$ cat src/rtl/mapper_cfg.sv
// mapper_cfg: parses framed MCU commands, holds args/mapper_id and sequences mapper_rst.
// Build option MAPPER_CFG_CHECKSUM_EN adds a trailing XOR checksum byte to SET frames.
module mapper_cfg #(
  parameter int TIMEOUT_CYCLES = 65536,
  parameter int RST_HOLD       = 16
) (
  input  logic        clk,
  input  logic        reset,
  input  logic [7:0]  rx_data,
  input  logic        rx_valid,
  output logic        rx_ready,
  output logic [7:0]  tx_data,
  output logic        tx_valid,
  input  logic        tx_ready,
  output logic [31:0] args,
  output logic [7:0]  mapper_id,
  output logic        mapper_rst,
  output logic        cfg_valid,
  output logic        err_pulse
);

  localparam int GAP_W  = $clog2(TIMEOUT_CYCLES + 1);
  localparam int HOLD_W = $clog2(RST_HOLD + 1);

  localparam logic [7:0] OP_SET  = 8'h01;
  localparam logic [7:0] OP_GET  = 8'h02;
  localparam logic [7:0] OP_RSTM = 8'h03;
  localparam logic [7:0] ACK     = 8'h5A;
  localparam logic [7:0] NAK     = 8'hEE;

`ifdef MAPPER_CFG_CHECKSUM_EN
  typedef enum logic [2:0] {IDLE = 3'd0, RX_ID = 3'd1, RX_ARG = 3'd2, RX_SUM = 3'd3, REPLY = 3'd4} state_t;
  logic [31:0] sh_args_r;
  logic [7:0]  sum_r;
`else
  typedef enum logic [2:0] {IDLE = 3'd0, RX_ID = 3'd1, RX_ARG = 3'd2, REPLY = 3'd4} state_t;
  logic [23:0] sh_args_r;
`endif

  state_t            state_r;
  logic [1:0]        arg_idx_r;
  logic [7:0]        sh_id_r;
  logic [GAP_W-1:0]  gap_r;
  logic [HOLD_W-1:0] hold_r;
  logic [2:0]        reply_len_r;
  logic [2:0]        reply_idx_r;
  logic [31:0]       args_r;
  logic [7:0]        mapper_id_r;
  logic              cfg_valid_r;
  logic              err_pulse_r;
  logic              tx_valid_r;
  logic [7:0]        tx_data_r;
  logic              rx_ready_r;
  logic              mapper_rst_r;

  logic accept_s;
  logic in_rx_s;
  logic timeout_s;
  logic commit_s;
  logic rstm_s;
  logic hold_load_s;

  function automatic logic [7:0] reply_byte(input logic [2:0] idx, input logic [7:0] id,
                                            input logic [31:0] a);
    case (idx)
      3'd0:    reply_byte = id;
      3'd1:    reply_byte = a[7:0];
      3'd2:    reply_byte = a[15:8];
      3'd3:    reply_byte = a[23:16];
      3'd4:    reply_byte = a[31:24];
      default: reply_byte = 8'h00;
    endcase
  endfunction

  // Byte acceptance, timeout detection and the commit/RSTM events that load the hold counter.
  always_comb begin
    accept_s  = rx_valid && rx_ready_r;
    in_rx_s   = (state_r != IDLE) && (state_r != REPLY);
    timeout_s = in_rx_s && (gap_r == GAP_W'(TIMEOUT_CYCLES));
    commit_s  = 1'b0;
    rstm_s    = 1'b0;
    if (accept_s && !timeout_s) begin
      case (state_r)
        IDLE:    rstm_s = (rx_data == OP_RSTM);
`ifdef MAPPER_CFG_CHECKSUM_EN
        RX_SUM:  commit_s = (rx_data == sum_r);
`else
        RX_ARG:  commit_s = (arg_idx_r == 2'd3);
`endif
        default: commit_s = 1'b0;
      endcase
    end else begin
      commit_s = 1'b0;
    end
    hold_load_s = commit_s || rstm_s;
  end

  // Frame parser FSM with registered reply channel and committed configuration.
  always_ff @(posedge clk or posedge reset) begin
    if (reset) begin
      state_r     <= IDLE;
      arg_idx_r   <= 2'd0;
      sh_id_r     <= 8'h00;
      sh_args_r   <= '0;
`ifdef MAPPER_CFG_CHECKSUM_EN
      sum_r       <= 8'h00;
`endif
      gap_r       <= {GAP_W{1'b0}};
      reply_len_r <= 3'd0;
      reply_idx_r <= 3'd0;
      args_r      <= 32'h0000_0000;
      mapper_id_r <= 8'h00;
      cfg_valid_r <= 1'b0;
      err_pulse_r <= 1'b0;
      tx_valid_r  <= 1'b0;
      tx_data_r   <= 8'h00;
      rx_ready_r  <= 1'b0;
    end else begin
      err_pulse_r <= 1'b0;
      if (accept_s) begin
        gap_r <= {GAP_W{1'b0}};
      end else if (in_rx_s) begin
        gap_r <= gap_r + GAP_W'(1);
      end else begin
        gap_r <= {GAP_W{1'b0}};
      end

      if (timeout_s) begin
        // Abort silently: frame discarded, receiver stays open.
        state_r     <= IDLE;
        err_pulse_r <= 1'b1;
        rx_ready_r  <= 1'b1;
      end else begin
        case (state_r)
          IDLE: begin
            rx_ready_r <= 1'b1;
            if (accept_s) begin
              case (rx_data)
                OP_SET: begin
                  state_r <= RX_ID;
`ifdef MAPPER_CFG_CHECKSUM_EN
                  sum_r   <= rx_data;
`endif
                end
                OP_GET: begin
                  state_r     <= REPLY;
                  rx_ready_r  <= 1'b0;
                  tx_valid_r  <= 1'b1;
                  tx_data_r   <= reply_byte(3'd0, mapper_id_r, args_r);
                  reply_len_r <= 3'd5;
                  reply_idx_r <= 3'd0;
                end
                OP_RSTM: begin
                  state_r     <= REPLY;
                  rx_ready_r  <= 1'b0;
                  tx_valid_r  <= 1'b1;
                  tx_data_r   <= ACK;
                  reply_len_r <= 3'd1;
                  reply_idx_r <= 3'd0;
                end
                default: begin
                  state_r     <= REPLY;
                  rx_ready_r  <= 1'b0;
                  tx_valid_r  <= 1'b1;
                  tx_data_r   <= NAK;
                  reply_len_r <= 3'd1;
                  reply_idx_r <= 3'd0;
                  err_pulse_r <= 1'b1;
                end
              endcase
            end
          end
          RX_ID: begin
            if (accept_s) begin
              sh_id_r   <= rx_data;
              arg_idx_r <= 2'd0;
              state_r   <= RX_ARG;
`ifdef MAPPER_CFG_CHECKSUM_EN
              sum_r     <= sum_r ^ rx_data;
`endif
            end
          end
          RX_ARG: begin
            if (accept_s) begin
              arg_idx_r <= arg_idx_r + 2'd1;
`ifdef MAPPER_CFG_CHECKSUM_EN
              sum_r     <= sum_r ^ rx_data;
`endif
              case (arg_idx_r)
                2'd0: sh_args_r[7:0]   <= rx_data;
                2'd1: sh_args_r[15:8]  <= rx_data;
                2'd2: sh_args_r[23:16] <= rx_data;
                default: begin
`ifdef MAPPER_CFG_CHECKSUM_EN
                  sh_args_r[31:24] <= rx_data;
                  state_r          <= RX_SUM;
`else
                  state_r <= RX_ARG;
`endif
                end
              endcase
            end
          end
`ifdef MAPPER_CFG_CHECKSUM_EN
          RX_SUM: begin
            if (accept_s && (rx_data != sum_r)) begin
              state_r     <= REPLY;
              rx_ready_r  <= 1'b0;
              tx_valid_r  <= 1'b1;
              tx_data_r   <= NAK;
              reply_len_r <= 3'd1;
              reply_idx_r <= 3'd0;
              err_pulse_r <= 1'b1;
            end
          end
`endif
          REPLY: begin
            if (tx_ready) begin
              if (reply_idx_r == (reply_len_r - 3'd1)) begin
                state_r    <= IDLE;
                tx_valid_r <= 1'b0;
                rx_ready_r <= 1'b1;
              end else begin
                reply_idx_r <= reply_idx_r + 3'd1;
                tx_data_r   <= reply_byte(reply_idx_r + 3'd1, mapper_id_r, args_r);
              end
            end
          end
          default: begin
            state_r    <= IDLE;
            rx_ready_r <= 1'b1;
          end
        endcase

        // Commit publishes the staged frame atomically and acknowledges it.
        if (commit_s) begin
`ifdef MAPPER_CFG_CHECKSUM_EN
          args_r <= sh_args_r;
`else
          args_r <= {rx_data, sh_args_r};
`endif
          mapper_id_r <= sh_id_r;
          cfg_valid_r <= 1'b1;
          state_r     <= REPLY;
          rx_ready_r  <= 1'b0;
          tx_valid_r  <= 1'b1;
          tx_data_r   <= ACK;
          reply_len_r <= 3'd1;
          reply_idx_r <= 3'd0;
        end
      end
    end
  end

  // Mapper reset hold: reloads on every commit/RSTM; stays asserted until a config exists.
  always_ff @(posedge clk or posedge reset) begin
    if (reset) begin
      hold_r       <= {HOLD_W{1'b0}};
      mapper_rst_r <= 1'b1;
    end else if (hold_load_s) begin
      hold_r       <= HOLD_W'(RST_HOLD);
      mapper_rst_r <= 1'b1;
    end else if (hold_r != {HOLD_W{1'b0}}) begin
      hold_r       <= hold_r - HOLD_W'(1);
      mapper_rst_r <= (hold_r != HOLD_W'(1)) || !cfg_valid_r;
    end else begin
      hold_r       <= hold_r;
      mapper_rst_r <= mapper_rst_r;
    end
  end

  assign rx_ready   = rx_ready_r;
  assign tx_data    = tx_data_r;
  assign tx_valid   = tx_valid_r;
  assign args       = args_r;
  assign mapper_id  = mapper_id_r;
  assign mapper_rst = mapper_rst_r;
  assign cfg_valid  = cfg_valid_r;
  assign err_pulse  = err_pulse_r;

endmodule

$ cat config.mk
export PLATFORM = sky130hd
export DESIGN_NAME = mapper_cfg
export DESIGN_NICKNAME = d
export VERILOG_FILES = /design/src/rtl/mapper_cfg.sv
export SDC_FILE = /design/constraint.sdc
export NUM_CORES = 1
export LEC_CHECK = 0
export BUFFER_PORTS_ARGS = -buffer_cell sky130_fd_sc_hd__buf_4
export CELL_PAD_IN_SITES_DETAIL_PLACEMENT = 2
export CELL_PAD_IN_SITES_GLOBAL_PLACEMENT = 2
export CORE_MARGIN = 4
export CORE_UTILIZATION = 38
export DETAILED_ROUTE_END_ITERATION = 6
export PLACE_DENSITY = 0.87
export REMOVE_ABC_BUFFERS = 1
export SYNTH_ARGS = -nofsm -noshare
export SYNTH_HDL_FRONTEND = slang
export SYNTH_SLANG_ARGS = --single-unit
$ cat constraint.sdc
create_clock -name clk -period 5.9 [get_ports clk]
set_input_delay 1.475 -clock clk [delete_from_list [all_inputs] [get_ports clk]]
set_output_delay 1.475 -clock clk [all_outputs]
set_load 0.005 [all_outputs]
==> reports/qor.json, run 1 <==
{
  "setup_viol": 0,
  "timing.rr.start": "gap_r[1]",
  "detail_route.wirelength_mm": 21.05,
  "register_area_share_after_synthesis_pct": 52.43,
  "final_common_cell": "nand2_1",
  "max-cap-violations": 0,
  "tritoncts": "done",
  "final_min_period_over_clock_period_pct": 60.17,
  "tightest_slew_ns": 1.096,
  "hold_buffers": 0,
  "finalCriticalPeriod_ns": 3.550,
  "synth-async-reset-ratio_pct": 100.0,
  "average_instance_area_after_synthesis_sq_um": 10.29,
  "timing.critical_path.cells": "buf_4, nand2_1, or4_1, a21oi_4, buf_4, o32ai_1, mux2_2",
  "achievable-frequency_ghz": 0.2817,
  "r2r_endpoint": "tx_data[3]",
  "worstHoldPathType": "reg2reg",
  "cell_with_the_biggest_individual_delay_on_the_critical_path": "a21oi_4",
  "via_count_of_the_first_global_routing_pass": 5373,
  "grt_start_max_net_pins": 85,
  "chipHeight_um": 129.3,
  "antenna_violating_nets_post_route": 0,
  "cts_root_buf": "clkbuf_16",
  "detailroute.via_count": 4746,
  "setup_slack_ns": 2.350,
  "critical_path_arrival_ns": 3.86,
  "synthesis.instances": 543,
  "critical-path-max-stage-delay_ns": 0.67,
  "worstPathRequired_ns": 6.21,
  "wire_length_of_the_first_global_routing_pass_mm": 33.04,
  "cts_repair_resize_count": 0,
  "critical_path.startpoint_type": "input port",
  "holdPathStages": 2,
  "unrepaired_setup_endpoints_after_global_routing": "false",
  "route.detailed.drc": 0,
  "timing.critical_path.mode_cell": "buf_4",
  "globalplace.congestion": 0.8018,
  "antenna_cells_inserted": 0,
  "hold_viol": 0,
  "detail_route.vias_per_cell": 5.910,
  "syn2layout_area_growth_pct": 22.11,
  "routedWlPerCell_um": 26.22,
  "horizontal_extent_of_the_die_um": 129.3,
  "synth_edf_count": 0,
  "netlist_area_sq_mm": 0.005587,
  "critPathCaptureType": "flop",
  "initial_cell_density_of_the_core_pct": 38.58,
  "finClkSkew_ns": 0.01330,
  "grt_overflow_total": 0,
  "cts_bufs_inserted": 17,
  "timing_max_transition_violations_final": 0,
  "ir_worst_vdd_uv": 222.6,
  "initial_antenna_violation_count": 0,
  "dominantRegCellSynth": "dfrtp_1",
  "fp-row-count": 44,
  "die_area_sq_mm": 0.01671,
  "number_of_setup_buffers_added_after_cts": 0,
  "maxSlewHeadroom_pct": 26.94,
  "layout.nets": 633,
  "clock_sinks": 117,
  "port-buffer-count": 64,
  "rr_worst_depth": 7,
  "timing.critical_path.fanout_max": 28,
  "synth.ff_latch_count": 117,
  "clock_insertion_delay_worst_skew_ns": 0.44,
  "first_pass_iters": 4,
  "detail_route.iter0.violations": 289,
  "track_usage_pct": 26.55,
  "worst_setup_hold_path_clk_slew_ns": 0.06,
  "core-area_sq_mm": 0.01448,
  "outcome": "finished, final reports clean",
  "pin_count": 65,
  "synth-warning-count": 0,
  "layout-drive-gt1-share_pct": 25.20,
  "power-per-cell-area_mw_per_mm2": 384.5,
  "reg2reg_setup_slack_ns": 2.87,
  "critPathKind": "in2reg",
  "min_to": "args[4]",
  "timing.hold.worst.start": "sh_args_r[4]",
  "dp_slack_ns": 1.983,
  "cellLeakagePower_nw": 3.296,
  "layout_common_cells": "138 x nand2_1, 116 x dfrtp_1, 68 x buf_4",
  "synthDistinctLibCells": 64,
  "finalSetupTns_ns": 0,
  "clockBufferDepth": 2,
  "clock_tree.htree_level_count": 4,
  "detailedPlacementHpwl_mm": 12.22
}
## critical path: cells and delay by family
| family | cells | cell delay, ns |
|---|---|---|
| compound gates | 2 | 0.81 |
| buf+inv | 2 | 0.46 |
| mux | 1 | 0.29 |
| simple gates | 2 | 0.80 |
## synth_stat cells (2+ instances only)
library cell / number / area [sq um]
a21o_1: 2 / 15.01
a21oi_1: 15 / 75.07
a222oi_1: 5 / 50.05
a22oi_1: 7 / 52.55
a31oi_1: 4 / 25.02
and2_1: 3 / 18.77
and3_1: 3 / 18.77
buf_1: 2 / 7.510
buf_2: 4 / 20.02
buf_6: 2 / 22.52
clkbuf_1: 14 / 52.55
dfrtp_1: 116 / 2903
ha_1: 14 / 175.2
inv_1: 18 / 67.56
mux2_2: 37 / 416.7
mux2_4: 3 / 45.04
mux2i_1: 8 / 80.08
nand2_1: 138 / 518.0
nand2b_1: 5 / 31.28
nand3_1: 10 / 50.05
nand3_4: 4 / 70.07
nand3b_1: 2 / 15.01
nand4_1: 4 / 25.02
nor2_1: 32 / 120.1
nor3_1: 5 / 25.02
nor4_1: 6 / 37.54
nor4b_1: 2 / 17.52
o2111ai_1: 3 / 26.28
o21ai_0: 12 / 60.06
o22a_1: 2 / 17.52
o22ai_1: 4 / 25.02
o31ai_1: 6 / 45.04
or3_1: 5 / 31.28
or4_1: 2 / 15.01
xnor2_1: 8 / 70.07
xor2_1: 8 / 70.07
## sequential cells by signal, indices dropped and copies added (netlist names)
name	cells
args	32
sh_args_r	24
gap_r	17
mapper_id	8
sh_id_r	8
tx_data	8
hold_r	5
reply_idx_r	3
state_r	3
arg_idx_r	2
reply_len_r	2
cfg_valid	1
err_pulse	1
mapper_rst	1
rx_ready	1
tx_valid	1
## layout make-up
cell class                      instances  area (sq um)
Tap cell                              184         230.2
Clock inverter                         11         126.4
Multi-Input combinational cell        385          2499
Sequential cell                       117          2929
Clock buffer                           20         456.7
Fill cell                            1512          7657
Timing Repair Buffer                   68         510.5
Inverter                               18         70.07
## metrics by stage
step / hold WS (ns) / cells / power [mW] / utilization [%] / instance area (sq um)
2_1_floorplan: 0.4331 / 520 / 1.288 / - / 5477
3_3_place_gp: 0.4428 / 772 / 1.483 / 43.09 / 6238
3_5_place_dp: 0.4620 / 772 / 1.532 / 43.09 / 6238
4_1_cts: 0.4802 / 803 / 2.626 / 47.11 / 6822
5_1_grt: 0.5210 / 803 / 2.726 / 47.11 / 6822
6_report: 0.4800 / 803 / 2.623 / 47.11 / 6822
## cells by family (layout without fill, tap and decap cells)
kind of cell / count (synthesis) / in the layout / synth area share [%]
AND/OR/NAND/NOR: 229 / 229 / 19.06
multiplexers: 49 / 49 / 9.899
XOR/XNOR: 16 / 16 / 2.508
buffers and inverters: 41 / 117 / 3.180
AO/OA/AOI/OAI: 77 / 77 / 9.788
adder cells (fa/ha/maj): 14 / 14 / 3.136
flip-flops: 117 / 117 / 52.43
## layer usage
metal / vias to the layer above / share of wire [%] / global-route usage (%)
met5: - / 0 / 0
met4: 0 / 3.6 / 12.66
met3: 57 / 4.2 / 5.276
met2: 164 / 52 / 45.61
met1: 2516 / 40 / 31.99
li1: 2009 / - / -
## power by group
part           internal, mW  switching [mW]
combinational         0.227           0.392
sequential            0.867          0.0769
clock                 0.643           0.417
## worst max-delay path by stage
stage	startpoint	end
after floorplan	reset	arg_idx_r[0]
after global placement	rx_valid	tx_data[0]
after detailed placement	rx_valid	tx_data[0]
after CTS	rx_valid	tx_data[0]
after global routing	rx_valid	tx_data[0]
final	rx_valid	tx_data[0]
Note: power is estimated with default switching activity, not from simulation.
==> run 2: changes to the inputs <==
==> constraint.sdc (replaced) <==
create_clock -name clk -period 3.4 [get_ports clk]
set_input_delay 0.85 -clock clk [delete_from_list [all_inputs] [get_ports clk]]
set_output_delay 0.85 -clock clk [all_outputs]
set_load 0.005 [all_outputs]
==> run 2 against run 1 <==
Net effect: flip-flop and latch count did not move; design area up 1.1%; wire length fell by 3.0%; sequential share of layout area is 0.48 points lower; cell count is 0.62% higher; critical path type is now reg2reg; first-iteration DRC count rose by 18%; the flow now finishes with violations (design-rule violations); highest routed layer unchanged; sequential power rose by 75%; worst setup slack worse by 1.7 ns; core utilization rose by 0.54 points; global-route usage down 1.0 points.
==> reports/qor.json, run 2 (synthesized netlist as in run 1, its figures left out) <==
{
  "multi_input_comb_area": {"value": 0.002499, "unit": "sq mm", "change": "unchanged"},
  "ir_worst_vdd": {"value": 398.7, "unit": "uV", "change": "+79%"},
  "core-area": {"value": 0.01448, "unit": "sq mm", "change": "unchanged"},
  "cellLeakagePower": {"value": 3.350, "unit": "nW", "change": "+1.6%"},
  "timing.critical_path.fanout_max": {"value": 16, "change": "-43%"},
  "route.detailed.drc": {"value": 3, "change": "+3"},
  "grt_overflow_total": {"value": 0, "change": "unchanged"},
  "achievable-frequency_ghz": 0.3612,
  "worstPathRequired": {"value": 3.71, "unit": "ns", "change": "-2.50 ns"},
  "placed_instances": {"value": 776, "change": "+0.52%"},
  "finalCriticalPeriod_ns": 2.768,
  "clock_insertion_delay_worst_skew": {"value": 0.43, "unit": "ns", "change": "about the same"},
  "finClkSkew": {"value": 0.009775, "unit": "ns", "change": "-0.003530 ns"},
  "dp_slack": {"value": 0.5881, "unit": "ns", "change": "-1.395 ns"},
  "final_util": {"value": 47.65, "unit": "%", "change": "+0.54 points"},
  "critical_path.startpoint_type": "flop",
  "layout-drive-gt1-share": {"value": 25.96, "unit": "%", "change": "+0.76 points"},
  "port-buffer-count": {"value": 64, "change": "unchanged"},
  "grt_start_max_net_pins": {"value": 45, "change": "-47%"},
  "instances_no_fill": {"value": 808, "change": "+0.62%"},
  "routedWlPerCell": {"value": 25.29, "unit": "um", "change": "-3.6%"},
  "holdPathStages": {"value": 2, "change": "unchanged"},
  "p_total": {"value": 4.557, "unit": "mW", "change": "+74%"},
  "grt_busiest_layer": "met2",
  "seq_area": {"value": 0.002929, "unit": "sq mm", "change": "unchanged"},
  "cts_repair_resize_count": {"value": 0, "change": "unchanged"},
  "setup_slack": {"value": 0.6318, "unit": "ns", "change": "-1.718 ns"},
  "via_count_of_the_first_global_routing_pass": {"value": 5238, "change": "-2.5%"},
  "hold_buffers": {"value": 0, "change": "unchanged"},
  "unrepaired_setup_endpoints_after_global_routing": "false",
  "layout_common_cells": "138 x nand2_1, 116 x dfrtp_1, 71 x buf_4",
  "finalHoldWorstSlack": {"value": 0.4742, "unit": "ns", "change": "-0.005789 ns"},
  "setup_viol": {"value": 0, "change": "unchanged"},
  "worst_setup_hold_path_clk_slew": {"value": 0.06, "unit": "ns", "change": "about the same"},
  "outcome": "finished, violations left",
  "antenna_cells_inserted": {"value": 0, "change": "unchanged"},
  "track_usage": {"value": 25.52, "unit": "%", "change": "-1.0 points"},
  "detailroute.via_count": {"value": 4639, "change": "-2.3%"},
  "antenna_violating_nets_post_route": {"value": 0, "change": "unchanged"},
  "rr_worst_depth": {"value": 8, "change": "+1"},
  "wire_length_of_the_first_global_routing_pass": {"value": 31.96, "unit": "mm", "change": "-3.3%"},
  "finalSetupTns": {"value": 0, "unit": "ns", "change": "unchanged"},
  "horizontal_extent_of_the_die": {"value": 129.3, "unit": "um", "change": "unchanged"},
  "clockBufferDepth": {"value": 2, "change": "unchanged"},
  "clock_tree.htree_level_count": {"value": 4, "change": "unchanged"},
  "pin_count": {"value": 65, "change": "unchanged"},
  "initial_cell_density_of_the_core": {"value": 38.58, "unit": "%", "change": "unchanged"},
  "cts_root_buf": "clkbuf_16",
  "die_area": {"value": 0.01671, "unit": "sq mm", "change": "unchanged"},
  "detailedPlacementHpwl": {"value": 12.91, "unit": "mm", "change": "+5.6%"},
  "power-per-cell-area": {"value": 660.5, "unit": "mW/mm^2", "change": "+72%"},
  "fillerInstances": {"value": 1491, "change": "-1.4%"},
  "critical_path_arrival": {"value": 3.08, "unit": "ns", "change": "-0.78 ns"},
  "number_of_setup_buffers_added_after_cts": {"value": 0, "change": "unchanged"},
  "violations": "design-rule violations",
  "final_min_period_over_clock_period_pct": 81.42,
  "syn2layout_area_growth_pct": 23.49,
  "fp-row-count": {"value": 44, "change": "unchanged"},
  "worstHoldPathType": "reg2reg",
  "timing_max_transition_violations_final": {"value": 0, "change": "unchanged"},
  "cts_bufs_inserted": {"value": 17, "change": "unchanged"},
  "first_pass_iters": {"value": 7, "change": "+3"},
  "globalplace.congestion": {"value": 0.8334, "change": "+3.9%"},
  "placed_area": {"value": 0.006281, "unit": "sq mm", "change": "+0.68%"},
  "layout.nets": {"value": 637, "change": "+0.63%"},
  "maxSlewHeadroom": {"value": 48.83, "unit": "%", "change": "+22 points"},
  "final_cell_area": {"value": 0.006899, "unit": "sq mm", "change": "+1.1%"},
  "globalRouteMet2Util": {"value": 43.02, "unit": "%", "change": "-2.6 points"},
  "initial_antenna_violation_count": {"value": 0, "change": "unchanged"},
  "tightest_slew": {"value": 0.7606, "unit": "ns", "change": "-0.3353 ns"},
  "detail_route.vias_per_cell": {"value": 5.741, "change": "-2.9%"},
  "flip_flop_count_of_the_largest_register_all_copies_and_words_added": {"value": 32, "change": "unchanged"},
  "hold_viol": {"value": 0, "change": "unchanged"},
  "detail_route.wirelength": {"value": 20.43, "unit": "mm", "change": "-3.0%"},
  "clock_sinks": {"value": 117, "change": "unchanged"},
  "chipHeight": {"value": 129.3, "unit": "um", "change": "unchanged"},
  "critPathKind": "reg2reg",
  "final_common_cell": "nand2_1",
  "detail_route.iter0.violations": {"value": 342, "change": "+18%"},
  "groute.layer.met1.usage": {"value": 32.29, "unit": "%", "change": "+0.30 points"},
  "tritoncts": "done",
  "grt_util_met3": {"value": 6.348, "unit": "%", "change": "+1.1 points"},
  "max-cap-violations": {"value": 0, "change": "unchanged"},
  "critPathCaptureType": "flop"
}
-- run 2: cell types whose count changed in the layout (fill, tap and decap cells not counted), sizes merged --
cell and delta:
bufinv +1, inv -1, clkinv +7, buf +4, clkinvlp -4, clkbuf -2
-- run 2: layer usage --
metal | part of all wire, % | vias up
met2 | 52 | 126
li1 | - | 2014
met3 | 4.3 | 40
met4 | 2.1 | 0
met5 | 0 | -
met1 | 42 | 2459
-- run 2: area by class of cell --
| class | count | area share (%) |
|---|---|---|
| Timing Repair Buffer | 72 | 8.016 |
| Tap cell | 184 | 3.337 |
| Clock buffer | 18 | 6.366 |
| Inverter | 18 | 1.016 |
| Sequential cell | 117 | 42.46 |
| Clock inverter | 14 | 2.593 |
| Multi-Input combinational cell | 385 | 36.22 |
-- run 2: path summary, 6_finish.rpt --
path	startpoint	endpoint	slack (ns)
worst min register to register	sh_args_r[7]	args[7]	0.47
worst max register to register	gap_r[1]	tx_data[6]	0.63
max in group asynchronous	reset	sh_args_r[0]	2.00
worst min-delay path	sh_args_r[7]	args[7]	0.47
min in group asynchronous	reset	args[14]	0.48
worst max-delay path	gap_r[1]	tx_data[6]	0.63
-- run 2: where the power goes --
| part | total, mW | switching (mW) | internal, mW |
|---|---|---|---|
| Clock | 1.88 | 0.706 | 1.18 |
| Sequential | 1.65 | 0.143 | 1.50 |
| Combinational | 1.03 | 0.630 | 0.396 |
| Total | 4.56 | 1.48 | 3.08 |
-- run 2: worst max-delay path, stage by stage, from the launching register on --
cell	delay (ns)
dfrtp_1	0.45
inv_1	0.11
ha_1	0.15
nor4b_1	0.32
nand3_1	0.28
o21ai_4	0.52
buf_4	0.33
o2111ai_1	0.18
mux2_2	0.31
